<file path="config.mk">
export PLATFORM = sky130hd
export DESIGN_NAME = calc_seq_core
export DESIGN_NICKNAME = d
export VERILOG_FILES = /design/src/rtl/calc_seq_core.sv
export SDC_FILE = /design/constraint.sdc
export NUM_CORES = 1
export LEC_CHECK = 0
export BUFFER_PORTS_ARGS = -buffer_cell sky130_fd_sc_hd__buf_2
export CORE_MARGIN = 5
export CORE_UTILIZATION = 45
export CTS_BUF_LIST = sky130_fd_sc_hd__clkbuf_4 sky130_fd_sc_hd__clkbuf_8
export CTS_CLUSTER_SIZE = 24
export DETAILED_ROUTE_END_ITERATION = 16
export SLEW_MARGIN = 20
export SYNTH_ARGS = -nofsm -noshare
export SYNTH_HDL_FRONTEND = slang
export SYNTH_SLANG_ARGS = --single-unit
</file>
<file path="constraint.sdc">
create_clock -name clk -period 8.2 [get_ports clk]
set_input_delay 2.05 -clock clk [delete_from_list [all_inputs] [get_ports clk]]
set_output_delay 2.05 -clock clk [all_outputs]
set_load 0.03 [all_outputs]
</file>
<file path="src/rtl/calc_seq_core.sv">
// Sequential BCD calculator: converts two BCD operands to binary, then add/sub/mul/div.
// Latency 1+DIGITS+E cycles from start (E=1 add/sub/error, OP_W mul/div); start ignored while busy.
module calc_seq_core #(
    parameter int DIGITS = 4,
    parameter int OP_W   = 14,
    parameter int RES_W  = 2*OP_W
) (
    input  logic                         clk,
    input  logic                         rst,
    input  logic                         start,
    input  logic [4*DIGITS-1:0]          reg_num1,
    input  logic [4*DIGITS-1:0]          reg_num2,
    input  logic [$clog2(DIGITS+1)-1:0]  cnt1,
    input  logic [$clog2(DIGITS+1)-1:0]  cnt2,
    input  logic [7:0]                   sym,
    output logic                         busy,
    output logic                         done,
    output logic [RES_W-1:0]             result,
    output logic                         neg,
    output logic                         err
);
    localparam int CNT_W = $clog2(DIGITS+1);
    localparam int EX_W  = $clog2(OP_W+1);
    localparam logic [CNT_W-1:0] DIG_MAX  = CNT_W'(DIGITS);
    localparam logic [CNT_W-1:0] DIG_LAST = CNT_W'(DIGITS-1);
    localparam logic [EX_W-1:0]  EX_LAST  = EX_W'(OP_W-1);

    typedef enum logic [1:0] {IDLE, CONV, EXEC, DONE} state_t;
    state_t state_q, state_d;

    logic [4*DIGITS-1:0] num1_q, num2_q;
    logic [CNT_W-1:0]    cnt1_q, cnt2_q, dig_q;
    logic [7:0]          sym_q;
    logic [EX_W-1:0]     ex_q;
    logic [OP_W-1:0]     key1_q, key2_q, rem_q;
    logic                bcd_err_q;
    logic [RES_W-1:0]    prod_q, mcand_q;
    logic [RES_W-1:0]    result_q;
    logic                neg_q, err_q;

    // Current digit of each operand; digits beyond the valid count read as 0.
    logic [3:0] nib1, nib2, d1, d2;
    logic       vld1, vld2, bad1, bad2;
    always_comb begin
        nib1 = '0;
        nib2 = '0;
        for (int i = 0; i < DIGITS; i++) begin
            if (dig_q == CNT_W'(i)) begin
                nib1 = num1_q[4*i +: 4];
                nib2 = num2_q[4*i +: 4];
            end
        end
    end
    assign vld1 = dig_q < cnt1_q;
    assign vld2 = dig_q < cnt2_q;
    assign d1   = vld1 ? nib1 : 4'd0;
    assign d2   = vld2 ? nib2 : 4'd0;
    assign bad1 = vld1 && (nib1 > 4'd9);
    assign bad2 = vld2 && (nib2 > 4'd9);

    logic [OP_W-1:0] h1, h2;
    assign h1 = key1_q * OP_W'(10) + OP_W'(d1);
    assign h2 = key2_q * OP_W'(10) + OP_W'(d2);

    logic op_add, op_sub, op_mul, op_div, ex_err, ex_last;
    assign op_add  = sym_q == 8'h61;
    assign op_sub  = sym_q == 8'h62;
    assign op_mul  = sym_q == 8'h63;
    assign op_div  = sym_q == 8'h64;
    assign ex_err  = bcd_err_q || !(op_add || op_sub || op_mul || op_div)
                     || (op_div && key2_q == '0);
    assign ex_last = ex_err || op_add || op_sub || (ex_q == EX_LAST);

    logic [RES_W-1:0] prod_nxt;
    assign prod_nxt = prod_q + (key2_q[0] ? mcand_q : '0);

    // Restoring division: quotient bits shift into key1_q as the dividend shifts out.
    logic [OP_W:0]   trial_sh, trial_sub;
    logic            fits;
    logic [OP_W-1:0] rem_nxt, quo_nxt;
    assign trial_sh  = {rem_q, key1_q[OP_W-1]};
    assign trial_sub = trial_sh - {1'b0, key2_q};
    assign fits      = ~trial_sub[OP_W];
    assign rem_nxt   = fits ? trial_sub[OP_W-1:0] : trial_sh[OP_W-1:0];
    assign quo_nxt   = {key1_q[OP_W-2:0], fits};

    logic [OP_W:0]    sum;
    logic [OP_W-1:0]  diff;
    logic             lt;
    logic [RES_W-1:0] res_fin;
    logic             neg_fin, err_fin;
    assign sum  = {1'b0, key1_q} + {1'b0, key2_q};
    assign lt   = key1_q < key2_q;
    assign diff = lt ? (key2_q - key1_q) : (key1_q - key2_q);

    always_comb begin
        res_fin = '0;
        neg_fin = 1'b0;
        err_fin = 1'b0;
        if (ex_err) begin
            err_fin = 1'b1;
        end else if (op_add) begin
            res_fin = RES_W'(sum);
        end else if (op_sub) begin
            res_fin = RES_W'(diff);
            neg_fin = lt;
        end else if (op_mul) begin
            res_fin = prod_nxt;
        end else begin
            res_fin = RES_W'({rem_nxt, quo_nxt});
        end
    end

    always_ff @(posedge clk) begin
        if (rst) state_q <= IDLE;
        else     state_q <= state_d;
    end

    always_comb begin
        state_d = state_q;
        case (state_q)
            IDLE:    if (start) state_d = CONV;
            CONV:    if (dig_q == '0) state_d = EXEC;
            EXEC:    if (ex_last) state_d = DONE;
            default: state_d = IDLE;
        endcase
    end

    always_comb begin
        busy = state_q != IDLE;
        done = state_q == DONE;
    end

    always_ff @(posedge clk) begin
        if (rst) begin
            num1_q    <= '0;
            num2_q    <= '0;
            cnt1_q    <= '0;
            cnt2_q    <= '0;
            sym_q     <= '0;
            dig_q     <= '0;
            ex_q      <= '0;
            key1_q    <= '0;
            key2_q    <= '0;
            rem_q     <= '0;
            bcd_err_q <= 1'b0;
            prod_q    <= '0;
            mcand_q   <= '0;
            result_q  <= '0;
            neg_q     <= 1'b0;
            err_q     <= 1'b0;
        end else begin
            case (state_q)
                IDLE: if (start) begin
                    num1_q    <= reg_num1;
                    num2_q    <= reg_num2;
                    cnt1_q    <= (cnt1 > DIG_MAX) ? DIG_MAX : cnt1;
                    cnt2_q    <= (cnt2 > DIG_MAX) ? DIG_MAX : cnt2;
                    sym_q     <= sym;
                    dig_q     <= DIG_LAST;
                    ex_q      <= '0;
                    key1_q    <= '0;
                    key2_q    <= '0;
                    bcd_err_q <= 1'b0;
                end
                CONV: begin
                    key1_q    <= h1;
                    key2_q    <= h2;
                    bcd_err_q <= bcd_err_q | bad1 | bad2;
                    dig_q     <= dig_q - CNT_W'(1);
                    mcand_q   <= RES_W'(h1);
                    prod_q    <= '0;
                    rem_q     <= '0;
                end
                EXEC: begin
                    ex_q    <= ex_q + EX_W'(1);
                    prod_q  <= prod_nxt;
                    mcand_q <= mcand_q << 1;
                    if (op_mul) key2_q <= key2_q >> 1;
                    if (op_div) begin
                        rem_q  <= rem_nxt;
                        key1_q <= quo_nxt;
                    end
                    if (ex_last) begin
                        result_q <= res_fin;
                        neg_q    <= neg_fin;
                        err_q    <= err_fin;
                    end
                end
                default: ;
            endcase
        end
    end

    assign result = result_q;
    assign neg    = neg_q;
    assign err    = err_q;
endmodule

</file>
== Yosys cells after proc, flatten, opt, wreduce, memory -nomap -nowiden ==
Cells that the tools add are included.
Widths: inputs -> output; s select.

* Bits in registers: 184
* Bits of input ports: 49
* Output and inout bits: 32
* Logic and storage cells: 124

* Add/sub/neg operators: 9
* $mul: 2
* Magnitude comparators: 7
* Equal/unequal tests: 16
* Multiplexer cells: 42
* Bitwise logic cells: 3
* Reduce and logical (&&, ||, !) cells: 28

{| class="wikitable"
|+ Operators by type and width
! operator !! count
|-
| $mux 28 || 5
|-
| $pmux 28 s2 || 2
|-
| $mux 14 || 6
|-
| $pmux 14 s3 || 2
|-
| $mux 4 || 11
|-
| $eq 8x7->1 const B || 4
|-
| $add 14x4->14 || 2
|-
| $add 28x28->28 || 1
|-
| $mul 14x3->13 const B || 2
|-
| $pmux 14 s2 || 1
|-
| $sub 14x14->14 || 2
|-
| $add 14x14->15 || 1
|-
| $sub 15x14->15 || 1
|-
| $logic_not 14->1 || 1
|-
| $lt 14x14->1 || 1
|-
| $ne 2x2->1 const B || 5
|-
| $reduce_and 2->1 || 5
|-
| $mux 3 || 3
|-
| $reduce_and 3->1 || 3
|-
| $gt 4x4->1 const B || 2
|-
| $logic_or 1x1->1 || 8
|-
| $pmux 4 s2 || 1
|-
| $reduce_bool 2->1 || 4
|-
| $eq 3x2->1 const B || 2
|-
| other kinds (20) || 32
|}

== Logic depth before layout (Yosys ltp) ==
Gate-level depths: netlist of run 1.

* Word-level depth: 12
* Gate-level depth with buffers: 19
* Depth with buffers taken out: 18

== Least setup slack after synthesis of run 1 ==
Ideal clock, no wire load.

* Path kind: register to register
* Start: register dig_q[0]
* End: register key1_q[13]
* Library setup time: 0.128 ns
* Arrival: 4.146 ns
* Required time: 8.072 ns
* Setup slack: 3.927 ns
* Stages on the path, launching flop included: 19
* Buffers on the path: 1
* Period minus slack after synthesis: 4.273 ns
* Path through: dfxtp_1 > inv_1 > ha_1 > clkbuf_1 > nor2b_1 > a22oi_1 > a211oi_1 > ha_1 > inv_1 > fa_1 > nor2b_1 > o21ai_0 > or3b_2 > and3b_1 > and3_1 > or3b_2 > xnor2_1 > a221oi_1 > nor2_1

* Cells in the longest elaborated chain, start to end: 8
* Elaborated cells between the ends (all ways): 12
* Classes of those cells: 1 x add/sub; 1 x order compare; 3 x eq/ne; 6 x mux; 1 x reduce/logical

{| class="wikitable"
|+ RTL lines
! element !! line !! RTL
|-
| start: declaration || 32 || <nowiki>logic [CNT_W-1:0] cnt1_q, cnt2_q, dig_q;</nowiki>
|-
| start signal: assignment || 170 || <nowiki>dig_q <= dig_q - CNT_W'(1);</nowiki>
|-
| $logic_not 3->1 || 48 || <nowiki>if (dig_q == CNT_W'(i)) begin</nowiki>
|-
| $mux 4 (4 in series) || 48 ||
|-
| $mux 4 (*) || 56 || <nowiki>assign d1 = vld1 ? nib1 : 4'd0;</nowiki>
|-
| $add 14x4->14 (*) || 62 || <nowiki>assign h1 = key1_q * OP_W'(10) + OP_W'(d1);</nowiki>
|-
| $pmux 14 s3 (*) || 153 || <nowiki>case (state_q)</nowiki>
|-
| end signal: assignment || 182 || <nowiki>key1_q <= quo_nxt;</nowiki>
|-
| end: declaration || 35 || <nowiki>logic [OP_W-1:0] key1_q, key2_q, rem_q;</nowiki>
|}

Every way passes the cells marked *; elsewhere a longest branch is shown, timed or not.
A chain may end at the register's enable or synchronous reset.

== Worst setup path in the final report of run 1 ==
Ends and elaborated chain as after synthesis.

==> summary.md, run 1 <==
| Metric | Value |
|---|---|
| Outcome | completed |
| Root Driver | clkbuf_8 |
| Global-route wire length before repair | 66500 µm |
| Antenna Nets Post-Route | 0 |
| DRT Pass-1 Iters | 6 |
| Switching part of the total | 41.2% |
| DRC viols | 0 |
| H-tree depth | 4 |
| Via density | 5.87 |
| Die H | about 180 µm |
| Post-Place Cell Area | 0.0143 mm² |
| Finished Layout Cells | 2195 |
| Hold path cells | 2 |
| Final instance area | 0.0147 mm² |
| Max-slew violations | 0 |
| Final Wtd Congestion | 0.943 |
| FF+latch count, synth | 184 |
| Largest net degree at the start of global routing | 69 |
| Setup TNS | 0 ns |
| DR iter-0 viols | 1232 |
| Slew @ Worst Pin | 1.10 ns |
| Crit Path Class | reg -> reg |
| Die outline area | 0.0339 mm² |
| PwrDens | between 150 and 200 mW/mm² |
| Chip Width | 184 µm |
| Max Fclk | between 0.2 and 0.25 GHz |
| Critical path peak fanout | 10 |
| Pint | between 1 and 1.5 mW |
| Tcrit/Tclk final | 56.2% |
| CTS Buf Count | 17 |
| RSZ-0062 raised after global routing | false |
| Hold Path Class | reg -> reg |
| Synth Warn # | 0 |
| Starting Density | 45.8% |
| Clk pwr share | 26.0% |
| Peak supply drop | 0.226 mV |
| Count of final setup violators | 0 |
| Netlist Area Pre-Place | between 0.01 and 0.015 mm² |
| DRT Wirelength | 42600 µm |
| Sequential fraction of the synthesis area | 27.0% |
| Power share of the combinational group | 33.6% |
| Max-Slew Margin vs Limit | a little over a quarter |
| Drt wl/cell | 19.4 µm |
| # IOs | 81 |
| Initial antenna violation count | 0 |
| Max incr delay on CP | roughly 0.48 ns |
| Grt total ovfl | 0 |
| Layout cells sized above 1 | 8.75% |
| Final worst path period need | 4.61 ns |
| Leading area contributor after synthesis | dfxtp_1 |
| Antenna Cells | 0 |
| Final hold violations | 0 |
| DR vias | 12900 |
| Yosys top cell area share | 27.0% |
| Layout fillers | 3015 |
| Worst-path cell chain | inv_1, ha_1, nor2b_1, a22oi_1, a211oi_1, ha_1, inv_1, fa_1, nor2b_1, o21ai_0, or3b_2, and3b_1, and3_1, or3b_2, xnor2_1, a221oi_1, nor2_1 |
| Clock-pin slew on the worst setup and hold paths | 0.10 ns |
| Worst-case clock buffer depth | 2 |
| Maxcap violations | 0 |
| Worst R2R Setup Slack | 3.59 ns |
| Dominant cells by area after synthesis | dfxtp_1 27%, ha_1 13%, a21oi_1 7.3% |
| Detailed-placement wirelength estimate | approximately 33000 µm |
| Synth Instances | 1767 |
| Overall global routing resource usage | 24.6% |
| # placed instances | 2164 |
| Port bufs | 80 |
| Reg2reg path depth | 17 |
| Mapped Avg Cell Area | around 7.7 µm² |
| Core Region | roughly 0.03 mm² |
| NetSw | ~1.0 mW |
| Predominant post-synthesis flop cell | dfxtp_1 |
| Part of the power in registers | 40.3% |
| Final Skew | 0.0204 ns |
| CTS tree | built |
| Clock latency at the later pin of the worst-skew pair | 0.49 ns |
| CP max-delay cell | or3b_2 |
| CP required | 8.55 ns |
| Synth-to-Final Area Change | 7.80% |
| Crit end category | flop |
| Startpoint Class | flop |
| Num rows | 63 |
| Leak | 6.27 nW |
| Post-CTS Resized | 0 |
| Fraction of registers with async set/reset | 0% |
| Number of global-route vias before repair | 12200 |
| Final layout net count | approximately 2000 |
| Syn Nets | between 1500 and 2000 |
| Netlist cell types | 82 |
| Hold_buf cts | 0 |
| Critical Path AT | 4.96 ns |
| Number of synthesized flops with an enable pin | 0 |
| Post-CTS setup repair buffer count | 0 |
| Sinks on the clock net | 184 |
## cell type report
class | count | area, µm² | share of cell area (%)
Multi-Input combinational cell | 1412 | 9310 | 63.3
Sequential cell | 184 | 3680 | 25.0
Timing Repair Buffer | 96 | 523 | 3.55
Tap cell | 390 | 488 | 3.31
Inverter | 82 | 308 | 2.09
Clock buffer | 21 | 277 | 1.88
Clock inverter | 10 | 131 | 0.892
## cells in the mapped netlist, drive strengths merged, types with 18 or more instances
library cell / instances
a211oi: 19
a21o: 34
a21oi: 198
a22oi: 59
and2: 36
clkbuf: 75
dfxtp: 184
ha: 141
inv: 81
mux2i: 25
nand2: 209
nand2b: 18
nand3: 48
nor2: 182
nor3: 40
o21ai: 77
xnor2: 51
xor2: 38
## placed cells by master (no fill, tap or decap), types with 51 or more instances in the layout
cell type,synthesis,layout
ha_1,141,140
a22oi_1,59,59
inv_1,81,81
o21ai_0,72,72
dfxtp_1,184,184
xnor2_1,51,51
a21oi_1,198,197
nor2_1,182,182
buf_2,4,79
nand2_1,209,209
## final timing paths
kind             start          to
max           dig_q[0]  key1_q[13]
min          cnt1_q[1]   cnt1_q[1]
max reg2reg   dig_q[0]  key1_q[13]
min reg2reg  cnt1_q[1]   cnt1_q[1]
## worst max-delay path: cells and delay by family (launching register included)
kind                     cells  cell delay (ns)
XOR/XNOR                     1             0.15
adder cells (fa/ha/maj)      3             0.99
AO/OA/AOI/OAI                4             0.86
flip-flops                   1             0.34
buffers and inverters        2             0.25
AND/OR/NAND/NOR              7             1.87
## metrics by stage
step / total power, mW / hold slack, ns / utilization, % / setup WS, ns
2_1_floorplan: 1.63 / 0.429 / - / 3.93
3_3_place_gp: 1.88 / 0.439 / 48.0 / 3.73
3_5_place_dp: 1.89 / 0.446 / 48.0 / 3.60
4_1_cts: 2.55 / 0.458 / 49.3 / 3.58
5_1_grt: 2.68 / 0.480 / 49.4 / 3.12
6_report: 2.54 / 0.458 / 49.4 / 3.59
## routing by layer
layer / routed length [µm] / share of wire, % / track usage, %
met3: 2300 / 5.4 / 3.69
met1: 19800 / 47 / 34.1
met5: 0 / 0 / 0
met4: 1660 / 3.9 / 9.58
met2: 18800 / 44 / 38.7
## power by group through the flow
stage	Combinational (mW)	Sequential, mW	Clock, mW
3_5_place_dp	0.844	1.05	0
3_3_place_gp	0.836	1.05	0
4_1_cts	0.847	1.03	0.673
6_report	0.855	1.03	0.662
2_1_floorplan	0.610	1.02	0
5_1_grt	0.935	1.04	0.709
## state kept, by name (all words and copies together), names as in the netlist
| name | cells |
|---|---|
| mcand_q | 28 |
| err | 1 |
| cnt2_q | 3 |
| bcd_err_q | 1 |
| rem_q | 14 |
| neg | 1 |
| sym_q | 8 |
| cnt1_q | 3 |
| key1_q | 14 |
| result | 28 |
| key2_q | 14 |
| ex_q | 4 |
| state_q | 2 |
| num2_q | 16 |
| dig_q | 3 |
| num1_q | 16 |
| prod_q | 28 |
## cell families (layout without fill, tap and decap cells)
logic type,Yosys count,in the layout,synth area share [%]
simple gates,611,611,20.7
compound gates,530,530,24.9
flops,184,184,27.0
buf+inv,171,209,5.08
fa+ha+maj,150,150,14.2
xor+xnor,89,89,5.71
mux,32,32,2.41
Note: power is estimated with default switching activity, not from simulation.
==> run 2: changes to the inputs <==
==> constraint.sdc (replaced) <==
create_clock -name clk -period 4.5 [get_ports clk]
set_input_delay 1.125 -clock clk [delete_from_list [all_inputs] [get_ports clk]]
set_output_delay 1.125 -clock clk [all_outputs]
set_load 0.03 [all_outputs]
==> run 2 against run 1 <==
Global-route usage rose by 0.64 points. Fmax rose by 9.6%. Combinational power rose by 91%. Sequential share of layout area fell by 0.37 points. Worst hold slack improved by 0.0029 ns. Clock skew rose by 0.0015 ns. Utilization rose by 0.78 points. Worst setup slack got worse by 3.3 ns. Power rose by 89%. Flip-flop and latch count did not move. Final area rose by 1.6%. Die area did not move. Critical endpoint unchanged. Largest power group unchanged.
==> summary.md, run 2 (synthesis results as in run 1) <==
| Metric | Value |
|---|---|
| # IOs | 81 (unchanged) |
| Max incr delay on CP | 0.47 ns (was 0.48 ns) |
| Multi-input combinational cell area | 0.00934 mm² (was 0.00931 mm²) |
| Final layout net count | 2016 (was 1992) |
| Reg-to-reg critical path startpoint | cnt1_q[1] (was dig_q[0]) |
| Count of final setup violators | 0 (unchanged) |
| Port bufs | 80 (unchanged) |
| Die outline area | 0.0339 mm² (unchanged) |
| Reg2reg end | key1_q[13] (unchanged) |
| NetSw | 1.98 mW (was 1.05 mW) |
| Final Skew | 0.0219 ns (was 0.0204 ns) |
| Max-Slew Margin vs Limit | 34.5% (was 26.0%) |
| Outcome | completed (unchanged) |
| Layout cells sized above 1 | 10.7% (was 8.75%) |
| DR vias | 13000 (was 12900) |
| CTS Buf Count | 17 (unchanged) |
| Critical path peak fanout | 4 (was 10) |
| Peak supply drop | 0.360 mV (was 0.226 mV) |
| Via density | 5.88 (was 5.87) |
| Crit. Startpoint | cnt1_q[1] (was dig_q[0]) |
| Global-route wire length before repair | 68400 µm (was 66500 µm) |
| Final hold violations | 0 (unchanged) |
| Maxcap violations | 0 (unchanged) |
| FF+latch area | 0.00369 mm² (was 0.00368 mm²) |
| CP required | 4.89 ns (was 8.55 ns) |
| Drt wl/cell | 19.3 µm (was 19.4 µm) |
| Largest net degree at the start of global routing | 62 (was 69) |
| Clock latency at the later pin of the worst-skew pair | 0.51 ns (was 0.49 ns) |
| Part of the power in registers | 39.1% (was 40.3%) |
| WP depth | 18 (was 17) |
| Initial antenna violation count | 0 (unchanged) |
| DR iter-0 viols | 987 (was 1232) |
| Clk pwr share | 26.8% (was 26.0%) |
| Die H | 184 µm (unchanged) |
| Max Fclk | 0.238 GHz (was 0.217 GHz) |
| H-tree depth | 4 (unchanged) |
| PnR Total Power | 4.79 mW (was 2.54 mW) |
| Final Wtd Congestion | 0.942 (was 0.943) |
| Chip Width | 184 µm (unchanged) |
| Critical Path AT | 4.60 ns (was 4.96 ns) |
| Slew @ Worst Pin | 0.974 ns (was 1.10 ns) |
| Crit path buffers/inverters | 2 (unchanged) |
| DRT Wirelength | 42900 µm (was 42600 µm) |
| Switching part of the total | 41.2% (about the same) |
| Leak | 6.39 nW (was 6.27 nW) |
| Starting Density | 45.8% (unchanged) |
| Grt total ovfl | 0 (unchanged) |
| Tcrit/Tclk final | 93.5% (was 56.2%) |
| Antenna Nets Post-Route | 0 (unchanged) |
| Layout fillers | 3049 (was 3015) |
| Most frequent cells in the layout | 209 x nand2_1, 197 x a21oi_1, 182 x dfxtp_1, 181 x nor2_1, 137 x ha_1 (was 209 x nand2_1, 197 x a21oi_1, 184 x dfxtp_1, 182 x nor2_1, 140 x ha_1) |
| End point of the critical path | key1_q[13] (unchanged) |
| Number of global-route vias before repair | 12500 (was 12200) |
| Finished Layout Cells | 2220 (was 2195) |
| Worst R2R Setup Slack | 0.29 ns (was 3.59 ns) |
| PwrDens | 321 mW/mm² (was 173 mW/mm²) |
| Power share of the combinational group | 34.1% (was 33.6%) |
| Crit Path Class | reg -> reg (unchanged) |
| Worst-path cell chain | inv_1, ha_1, a21boi_0, o21ai_1, nand2b_1, a211oi_2, ha_2, inv_1, fa_1, nor2b_1, o21ai_1, or3b_2, and3b_2, and3_4, or3b_2, xnor2_1, a221oi_1, nor2_1 (was inv_1, ha_1, nor2b_1, a22oi_1, a211oi_1, ha_1, inv_1, fa_1, nor2b_1, o21ai_0, or3b_2, and3b_1, and3_1, or3b_2, xnor2_1, a221oi_1, nor2_1) |
| Overall global routing resource usage | 25.2% (was 24.6%) |
| # placed instances | 2187 (was 2164) |
| Antenna Cells | 0 (unchanged) |
| Clock-pin slew on the worst setup and hold paths | 0.12 ns (was 0.10 ns) |
| DRC viols | 0 (unchanged) |
| Synth-to-Final Area Change | 9.50% (was 7.80%) |
| Worst-case clock buffer depth | 2 (unchanged) |
| Sinks on the clock net | 184 (unchanged) |
| Max-slew violations | 0 (unchanged) |
| DRT Pass-1 Iters | 5 (was 6) |
| CP max-delay cell | or3b_2 (unchanged) |
| Final worst path period need | 4.21 ns (was 4.61 ns) |
| CTS tree | built (unchanged) |
| Crit end category | flop (unchanged) |
| Final core utilization | 50.2% (was 49.4%) |
| Crit-path leading delay family | simple AND/OR/NAND/NOR gates (unchanged) |
| Startpoint Class | flop (unchanged) |
| Commonest non-fill, non-tap cell in the layout | nand2_1 (unchanged) |
| Reg2reg path depth | 18 (was 17) |
| Hold Path Class | reg -> reg (unchanged) |
| Detailed-placement wirelength estimate | 32600 µm (was 32700 µm) |
| Pint | 2.82 mW (was 1.50 mW) |
| Core Region | 0.0298 mm² (unchanged) |
| Num rows | 63 (unchanged) |
| Root Driver | clkbuf_8 (unchanged) |
## run 2: changes by cell type in the layout (fill, tap and decap cells not counted), moves of 2 or more
cell	before	now
a211oi_1	18	16
a211oi_2	1	3
buf_4	17	41
clkbuf_8	19	17
clkinvlp_4	1	3
dfxtp_1	184	182
dfxtp_2	0	2
ha_1	140	137
ha_2	1	3
inv_6	5	2
inv_8	1	4
o21ai_0	72	70
o21ai_1	5	7
## run 2: repair_timing
item	in CTS	in global routing
resized for setup	0	16
endpoints found under the setup margin	0	2
hold buffers	0	0
buffers inserted	0	1
## run 2: metrics by stage
step | hold WS (ns) | setup slack, ns | instance area, µm² | TNS, ns
5_1_grt | 0.484 | -0.0152 | 15000 | -0.0152
4_1_cts | 0.463 | 0.0563 | 14900 | 0
2_1_floorplan | 0.429 | 0.227 | 13700 | 0
6_report | 0.461 | 0.294 | 15000 | 0
3_5_place_dp | 0.438 | 0.0650 | 14500 | 0
3_3_place_gp | 0.434 | 0.206 | 14500 | 0
## run 2: cell type report
type | count | share of cell area (%)
inverters | 82 | 2.06
flip-flops and latches | 184 | 24.6
clock inverters | 13 | 1.23
clock buffers | 19 | 1.66
multi-input cells | 1412 | 62.4
well taps | 390 | 3.26
repair buffers | 120 | 4.70
## run 2: how the worst min path moves through the flow
stage	startpoint	to	depth (start not counted)	slack [ns]
floorplan	cnt1_q[0]	cnt1_q[0]	2	0.43
global placement	result[6]	result[6]	2	0.43
detailed placement	result[11]	result[11]	2	0.44
CTS	mcand_q[27]	mcand_q[27]	2	0.46
global route	num1_q[5]	num1_q[5]	2	0.48
finish	result[11]	result[11]	2	0.46
## run 2: power groups by stage
stage | Clock, mW | Sequential [mW] | Combinational [mW]
after floorplan | 0 | 1.86 | 1.11
after global placement | 0 | 1.90 | 1.57
after detailed placement | 0 | 1.91 | 1.58
after CTS | 1.31 | 1.87 | 1.59
after global routing | 1.37 | 1.89 | 1.80
final | 1.29 | 1.87 | 1.63
## run 2: worst min-delay path, cell delays in order, from the launching register on
cell and delay [ns]:
dfxtp_1 0.34, nand2_1 0.05, o31ai_1 0.05
## run 2: per-layer routing
metal / vias up / GRT usage, % / part of all wire [%]
met1: 6169 / 35.6 / 47
li1: 6388 / - / -
met2: 410 / 39.6 / 44
met5: - / 0 / 0
met3: 79 / 2.96 / 5.4
met4: 0 / 9.52 / 3.7
